===== config.mk =====
export PLATFORM = sky130hd
export DESIGN_NAME = vcve2_fracturable_addsub_pipe
export DESIGN_NICKNAME = d
export VERILOG_FILES = /design/src/rtl/vcve2_fracturable_addsub_pipe.sv
export SDC_FILE = /design/constraint.sdc
export NUM_CORES = 1
export LEC_CHECK = 0
export BUFFER_PORTS_ARGS = -buffer_cell sky130_fd_sc_hd__buf_2
export CAP_MARGIN = 20
export CORE_ASPECT_RATIO = 0.75
export CORE_UTILIZATION = 30
export CTS_CLUSTER_DIAMETER = 50
export CTS_CLUSTER_SIZE = 40
export DETAILED_ROUTE_END_ITERATION = 16
export GPL_TIMING_DRIVEN = 1
export PLACE_DENSITY = 0.46
export SETUP_SLACK_MARGIN = 0.05
export SYNTH_ARGS = -nofsm -noshare
export SYNTH_HDL_FRONTEND = slang
export SYNTH_SLANG_ARGS = --single-unit

===== constraint.sdc =====
create_clock -name clk_i -period 7.4 [get_ports clk_i]
set_input_delay 1.85 -clock clk_i [delete_from_list [all_inputs] [get_ports clk_i]]
set_output_delay 1.85 -clock clk_i [all_outputs]
set_load 0.01 [all_outputs]

===== src/rtl/vcve2_fracturable_addsub_pipe.sv =====
// vcve2_fracturable_addsub_pipe
// Registered fracturable vector add/sub with optional saturation.
// One carry chain spans all byte lanes, with a guard bit above each lane
// that either splits elements or propagates the carry.
// Ports:
//   clk_i, rst_i            clock, synchronous active-high reset
//   in_valid_i/in_ready_o   request handshake (in_ready_o is combinational)
//   operand_a_i/_b_i        PIPE_WIDTH-bit operands
//   sew_i                   element width 00=8, 01=16, 1x=32
//   op_i                    ADD/SUB/RSUB/SADDU/SADD/SSUBU/SSUB (111 = ADD)
//   out_valid_o/out_ready_i result handshake
//   result_o                element-wise result
//   carry_o                 carry/borrow per element, at its top byte lane
//   sat_o                   saturation per element, at its top byte lane
//   vxsat_o, vxsat_clr_i    sticky saturation flag and its clear
module vcve2_fracturable_addsub_pipe #(
    parameter int unsigned PIPE_WIDTH = 32
) (
    input  logic                      clk_i,
    input  logic                      rst_i,
    input  logic                      in_valid_i,
    output logic                      in_ready_o,
    input  logic [PIPE_WIDTH-1:0]     operand_a_i,
    input  logic [PIPE_WIDTH-1:0]     operand_b_i,
    input  logic [1:0]                sew_i,
    input  logic [2:0]                op_i,
    output logic                      out_valid_o,
    input  logic                      out_ready_i,
    output logic [PIPE_WIDTH-1:0]     result_o,
    output logic [PIPE_WIDTH/8-1:0]   carry_o,
    output logic [PIPE_WIDTH/8-1:0]   sat_o,
    output logic                      vxsat_o,
    input  logic                      vxsat_clr_i
);

    localparam int unsigned LANES = PIPE_WIDTH / 8;
    localparam int unsigned EXT_W = PIPE_WIDTH + LANES;

    typedef enum logic [2:0] {
        OP_ADD   = 3'b000,
        OP_SUB   = 3'b001,
        OP_RSUB  = 3'b010,
        OP_SADDU = 3'b011,
        OP_SADD  = 3'b100,
        OP_SSUBU = 3'b101,
        OP_SSUB  = 3'b110,
        OP_ADD2  = 3'b111
    } op_e;

    logic                  r_valid;
    logic [PIPE_WIDTH-1:0] r_result;
    logic [LANES-1:0]      r_carry;
    logic [LANES-1:0]      r_sat;
    logic                  r_vxsat;

    logic                  w_accept;
    logic                  w_sub;
    logic                  w_sat_u;
    logic                  w_sat_s;
    logic [1:0]            w_mask;
    logic [PIPE_WIDTH-1:0] w_x;
    logic [PIPE_WIDTH-1:0] w_y_eff;
    logic [EXT_W-1:0]      w_ext_a;
    logic [EXT_W-1:0]      w_ext_b;
    logic [EXT_W-1:0]      w_sum;
    logic [LANES-1:0]      w_top;
    logic [LANES-1:0]      w_cb;
    logic [LANES-1:0]      w_sat;
    logic [PIPE_WIDTH-1:0] w_res;

    assign in_ready_o = !r_valid || out_ready_i;
    assign w_accept   = in_valid_i && in_ready_o;

    // Operation decode, operand steering and guarded carry chain
    always_comb begin
        op_e op;
        op       = op_e'(op_i);
        w_sub    = (op == OP_SUB) || (op == OP_RSUB) || (op == OP_SSUBU) || (op == OP_SSUB);
        w_sat_u  = (op == OP_SADDU) || (op == OP_SSUBU);
        w_sat_s  = (op == OP_SADD) || (op == OP_SSUB);
        w_x      = (op == OP_RSUB) ? operand_b_i : operand_a_i;
        w_y_eff  = (op == OP_RSUB) ? ~operand_a_i
                 : (w_sub ? ~operand_b_i : operand_b_i);
        case (sew_i)
            2'b00:   w_mask = 2'b00;
            2'b01:   w_mask = 2'b01;
            default: w_mask = 2'b11;
        endcase
        w_ext_a = '0;
        w_ext_b = '0;
        w_top   = '0;
        for (int i = 0; i < int'(LANES); i++) begin
            w_top[i] = ((2'(i) & w_mask) == w_mask);
            w_ext_a[9*i +: 8] = w_x[8*i +: 8];
            w_ext_b[9*i +: 8] = w_y_eff[8*i +: 8];
            // Boundary guard: 1+1 forwards a subtract carry-in, 0+0 kills it.
            // Interior guard: 1+0 passes the carry through unchanged.
            w_ext_a[9*i + 8] = w_top[i] ? w_sub : 1'b1;
            w_ext_b[9*i + 8] = w_top[i] ? w_sub : 1'b0;
        end
        w_sum = w_ext_a + w_ext_b + EXT_W'(w_sub);
    end

    // Per-element carry/borrow, overflow detection and saturation fill
    always_comb begin
        logic [7:0] raw;
        logic [7:0] fill;
        logic       ovf;
        logic       neg;
        int         t;
        w_cb  = '0;
        w_sat = '0;
        w_res = '0;
        for (int i = 0; i < int'(LANES); i++) begin
            raw = w_sum[9*i +: 8];
            ovf = (w_x[8*i+7] == w_y_eff[8*i+7]) && (raw[7] != w_x[8*i+7]);
            if (w_top[i]) begin
                // Chain carry is inverted into a borrow for subtracts
                w_cb[i]  = w_sub ? ~w_sum[9*i+8] : w_sum[9*i+8];
                w_sat[i] = (w_sat_u && w_cb[i]) || (w_sat_s && ovf);
            end
        end
        for (int i = 0; i < int'(LANES); i++) begin
            raw = w_sum[9*i +: 8];
            t   = i | int'(w_mask);
            neg = w_x[8*t+7];
            if (w_sat_u) begin
                fill = w_sub ? 8'h00 : 8'hFF;
            end else if (i == t) begin
                fill = neg ? 8'h80 : 8'h7F;
            end else begin
                fill = neg ? 8'h00 : 8'hFF;
            end
            w_res[8*i +: 8] = w_sat[t] ? fill : raw;
        end
    end

    // Output stage and sticky saturation flag
    always_ff @(posedge clk_i) begin
        if (rst_i) begin
            r_valid  <= 1'b0;
            r_result <= '0;
            r_carry  <= '0;
            r_sat    <= '0;
            r_vxsat  <= 1'b0;
        end else begin
            if (w_accept) begin
                r_valid  <= 1'b1;
                r_result <= w_res;
                r_carry  <= w_cb;
                r_sat    <= w_sat;
            end else if (out_ready_i) begin
                r_valid  <= 1'b0;
            end
            if (w_accept && (|w_sat)) begin
                r_vxsat <= 1'b1;
            end else if (vxsat_clr_i) begin
                r_vxsat <= 1'b0;
            end
        end
    end

    assign out_valid_o = r_valid;
    assign result_o    = r_result;
    assign carry_o     = r_carry;
    assign sat_o       = r_sat;
    assign vxsat_o     = r_vxsat;

endmodule


==> results by group <==
STA
  • Slew headroom: between 40% and 50%
  • TNS Setup: 0 ns
  • Minimum clock period: 6.637 ns
  • Final Hold Viols: 0
  • Fin crit share: between 80 and 90%
  • Least-Margin Pin Slew: between 0.7 and 0.8 ns
  • Final clock skew: 0.003353 ns
  • F_max: 0.1507 GHz
  • Final setup fails: 0
  • RSZ-0062 raised after global routing: no
  • Final Max Slew Viols: 0

Drt
  • Met2 WL: 7175 um
  • Vias: 5655
  • Top layer in use: met4
  • Via density: 5.582
  • Drt drc: 0
  • Routed len/inst: 18.29 um
  • Met1 Wirelength: 10270 um
  • First DRT Iteration DRCs: between 500 and 600
  • Met3 wire length: 955 um
  • Post-route ant nets: 0
  • Post-Route WL: 18520 um
  • Drt pass-1 iters: 5

Logic synthesis
  • Syn_nets: approximately 800
  • Adder-cell area share of the yosys netlist: 8.500%
  • Synth Area in Compound Gates: 29.42%
  • Ys async rst share: 0%
  • Synth Register Bits: 42
  • Mapped Area: around 5200 um^2
  • EDFF count, synth: 0
  • Avg Inst Size Synth: 7.380 um^2
  • Synth warn: 0
  • Xor and xnor area share after synthesis: 10.72%
  • Area share of and/or/nand/nor cells after synthesis: 23.14%
  • Synth Flop Type: dfxtp_1
  • Synth Instances: 710
  • Multiplexer share of the synthesized area: 7.354%
  • Largest family of logic cells by synthesized area: compound AO/OA/AOI/OAI gates
  • Register area share after synthesis: 16.05%
  • Count of unique library cells instantiated by Yosys: 71

Min path
  • Worst hold path type: flop to flop
  • Hold path cells: 2
  • WHS Endpoint: carry_o[0]
  • Min-delay src: carry_o[0]

Placed design
  • Placed Area: 6006 um^2
  • Final Wtd Congestion: 0.8845
  • Hpwl dp: around 15000 um
  • Placed insts: 1005
  • Port Buf Inserts: 116

Setup path
  • R2R Path End: result_o[28]
  • CP Capture Type: flop
  • Worst R2R Path Depth: 8
  • Worst EP required: 7.54 ns
  • CP Class: input port to flop
  • Worst flop-to-flop path startpoint: out_valid_o
  • Critical path peak fanout: 26
  • Register-to-register setup slack: 5.54 ns
  • CP arrival: ~6.8 ns
  • Setup crit start kind: input port

Layout
  • Filler instances: 1840
  • Most common cell after layout, fill and taps aside: buf_2
  • Final nets: 906
  • Share of cells above drive strength 1: between 20% and 30%
  • Design area: 6157 um^2
  • Area taken by multi-input logic gates: 4154 um^2
  • Non-Filler Instances: 1013
  • Area grow syn2layout: 17.50%
  • Most frequent cells in the layout: buf_2 (116), nor2_1 (88), a21oi_1 (76), xnor2_1 (49), dfxtp_1 (42)
  • Sequential cell area: 840.8 um^2
  • Diodes inserted: 0

CTS
  • Num CTS Buffers: 5
  • CTS tree: done
  • Clock sink total: 42
  • Post-CTS sizing: 0
  • Clk root buf: clkbuf_16
  • Number of hold buffers added after cts: 0
  • Clock latency on the worst-skew pair: 0.28 ns
  • Clock tree buffer depth: 2
  • H-tree depth: 2
  • Clk pin slew, worst setup/hold paths: 0.06 ns
  • Postcts setup bufs: 0

GRT
  • Pin count of the biggest net entering global routing: 62
  • First-pass GRT wire length: 28860 um
  • Tot GR Track Use: between 20% and 30%
  • Initial antenna violation count: 0
  • GRT overflow: 0
  • Vias in the first global route: 5066

Floorplan
  • Ports: 117
  • Initial Util: 30.95%
  • Die Height: about 120 um
  • Row cnt: 41
  • Full die area: 18000 um^2
  • Core outline area: 16930 um^2
  • Die Wd: 154.6 um

Power
  • Worst vdd ir: 0.08155 mV
  • Leakage: between 2 and 3 nW
  • Power Density: ~210 nW/um^2

Job
  • Max Cap Viol: 0

Outcome
  • Outcome: complete, no violations
==> stage by stage <==
step | hold slack [ns] | power, W | setup slack (ns) | util (%)
after floorplan | 0.4805 | 0.0008133 | 0.7575 | -
after global placement | 0.4490 | 0.001062 | 0.6027 | 35.48
after detailed placement | 0.4488 | 0.001058 | 0.5833 | 35.48
after CTS | 0.4575 | 0.001287 | 0.8651 | 36.37
after global routing | 0.5042 | 0.001385 | 0.4225 | 36.37
final | 0.4561 | 0.001295 | 0.7630 | 36.37
==> layer usage <==
metal	global-route usage [%]	up-vias
met2	29.26	209
met1	33.28	2620
li1	-	2815
met3	1.818	11
met5	0	-
met4	3.168	0
==> how the worst max path moves through the flow <==
| stage | start | end | slack [ns] |
|---|---|---|---|
| 2_1_floorplan | op_i[1] | result_o[14] | 0.76 |
| 3_3_place_gp | op_i[1] | result_o[0] | 0.60 |
| 3_5_place_dp | op_i[1] | result_o[0] | 0.58 |
| 4_1_cts | op_i[1] | result_o[1] | 0.87 |
| 5_1_grt | op_i[1] | vxsat_o | 0.42 |
| 6_report | op_i[1] | result_o[1] | 0.76 |
==> logic make-up (layout without fill, tap and decap cells) <==
kind of cell,count (synthesis),in the layout
DFF,42,42
buffers and inverters,63,151
AOI/OAI and AO/OA,228,228
and+or+nand+nor,245,245
xor gates and xnor gates,62,62
muxes,35,35
adders and majority gates,35,35
==> flip-flops by register name, summed over array words and instances, names as in the netlist <==
register,cells
vxsat_o,1
carry_o,4
result_o,32
sat_o,4
out_valid_o,1
==> final cells by class <==
class | instances | share of cell area (%)
sequential | 42 | 13.66
tap | 215 | 4.369
timing repair buffer | 128 | 11.10
multi-input combinational | 605 | 67.47
clock inverter | 2 | 0.2032
inverter | 15 | 0.9551
clock buffer | 6 | 2.256
==> cells in the mapped netlist (16+ instances only) <==
library cell,number,share of area (%)
a21o_1,17,2.4
xnor2_1,49,8.2
nor3_1,22,2.1
dfxtp_1,42,16
nor2_1,88,6.3
nand3_1,16,1.5
ha_1,34,8.1
a21oi_1,76,7.3
o21ai_0,38,3.6
mux2_2,28,6.0
nand2_1,39,2.8
nor4_1,17,2.0
clkbuf_1,38,2.7
==> critical path, cell delays in order <==
cell and delay [ns]:
buf_2 0.19, nor3b_4 0.44, buf_12 0.22, mux2i_1 0.61
inv_1 0.10, ha_1 0.44, a21oi_1 0.31, nand2_1 0.13
a311o_1 0.46, o211a_4 0.28, a2111oi_4 0.48, nor3_2 0.12
o31ai_2 0.61, nor4b_1 0.40, a211oi_1 0.12
==> where the power goes <==
group | internal, W | switching [W] | leakage [nW] | total [W]
combinational | 0.000307 | 0.000487 | 2.22 | 0.000793
sequential | 0.000259 | 0.0000171 | 0.348 | 0.000276
clock | 0.000134 | 0.0000912 | 0.0729 | 0.000225
total | 0.000699 | 0.000595 | 2.64 | 0.00129
Power figures use the tool's default switching activity.
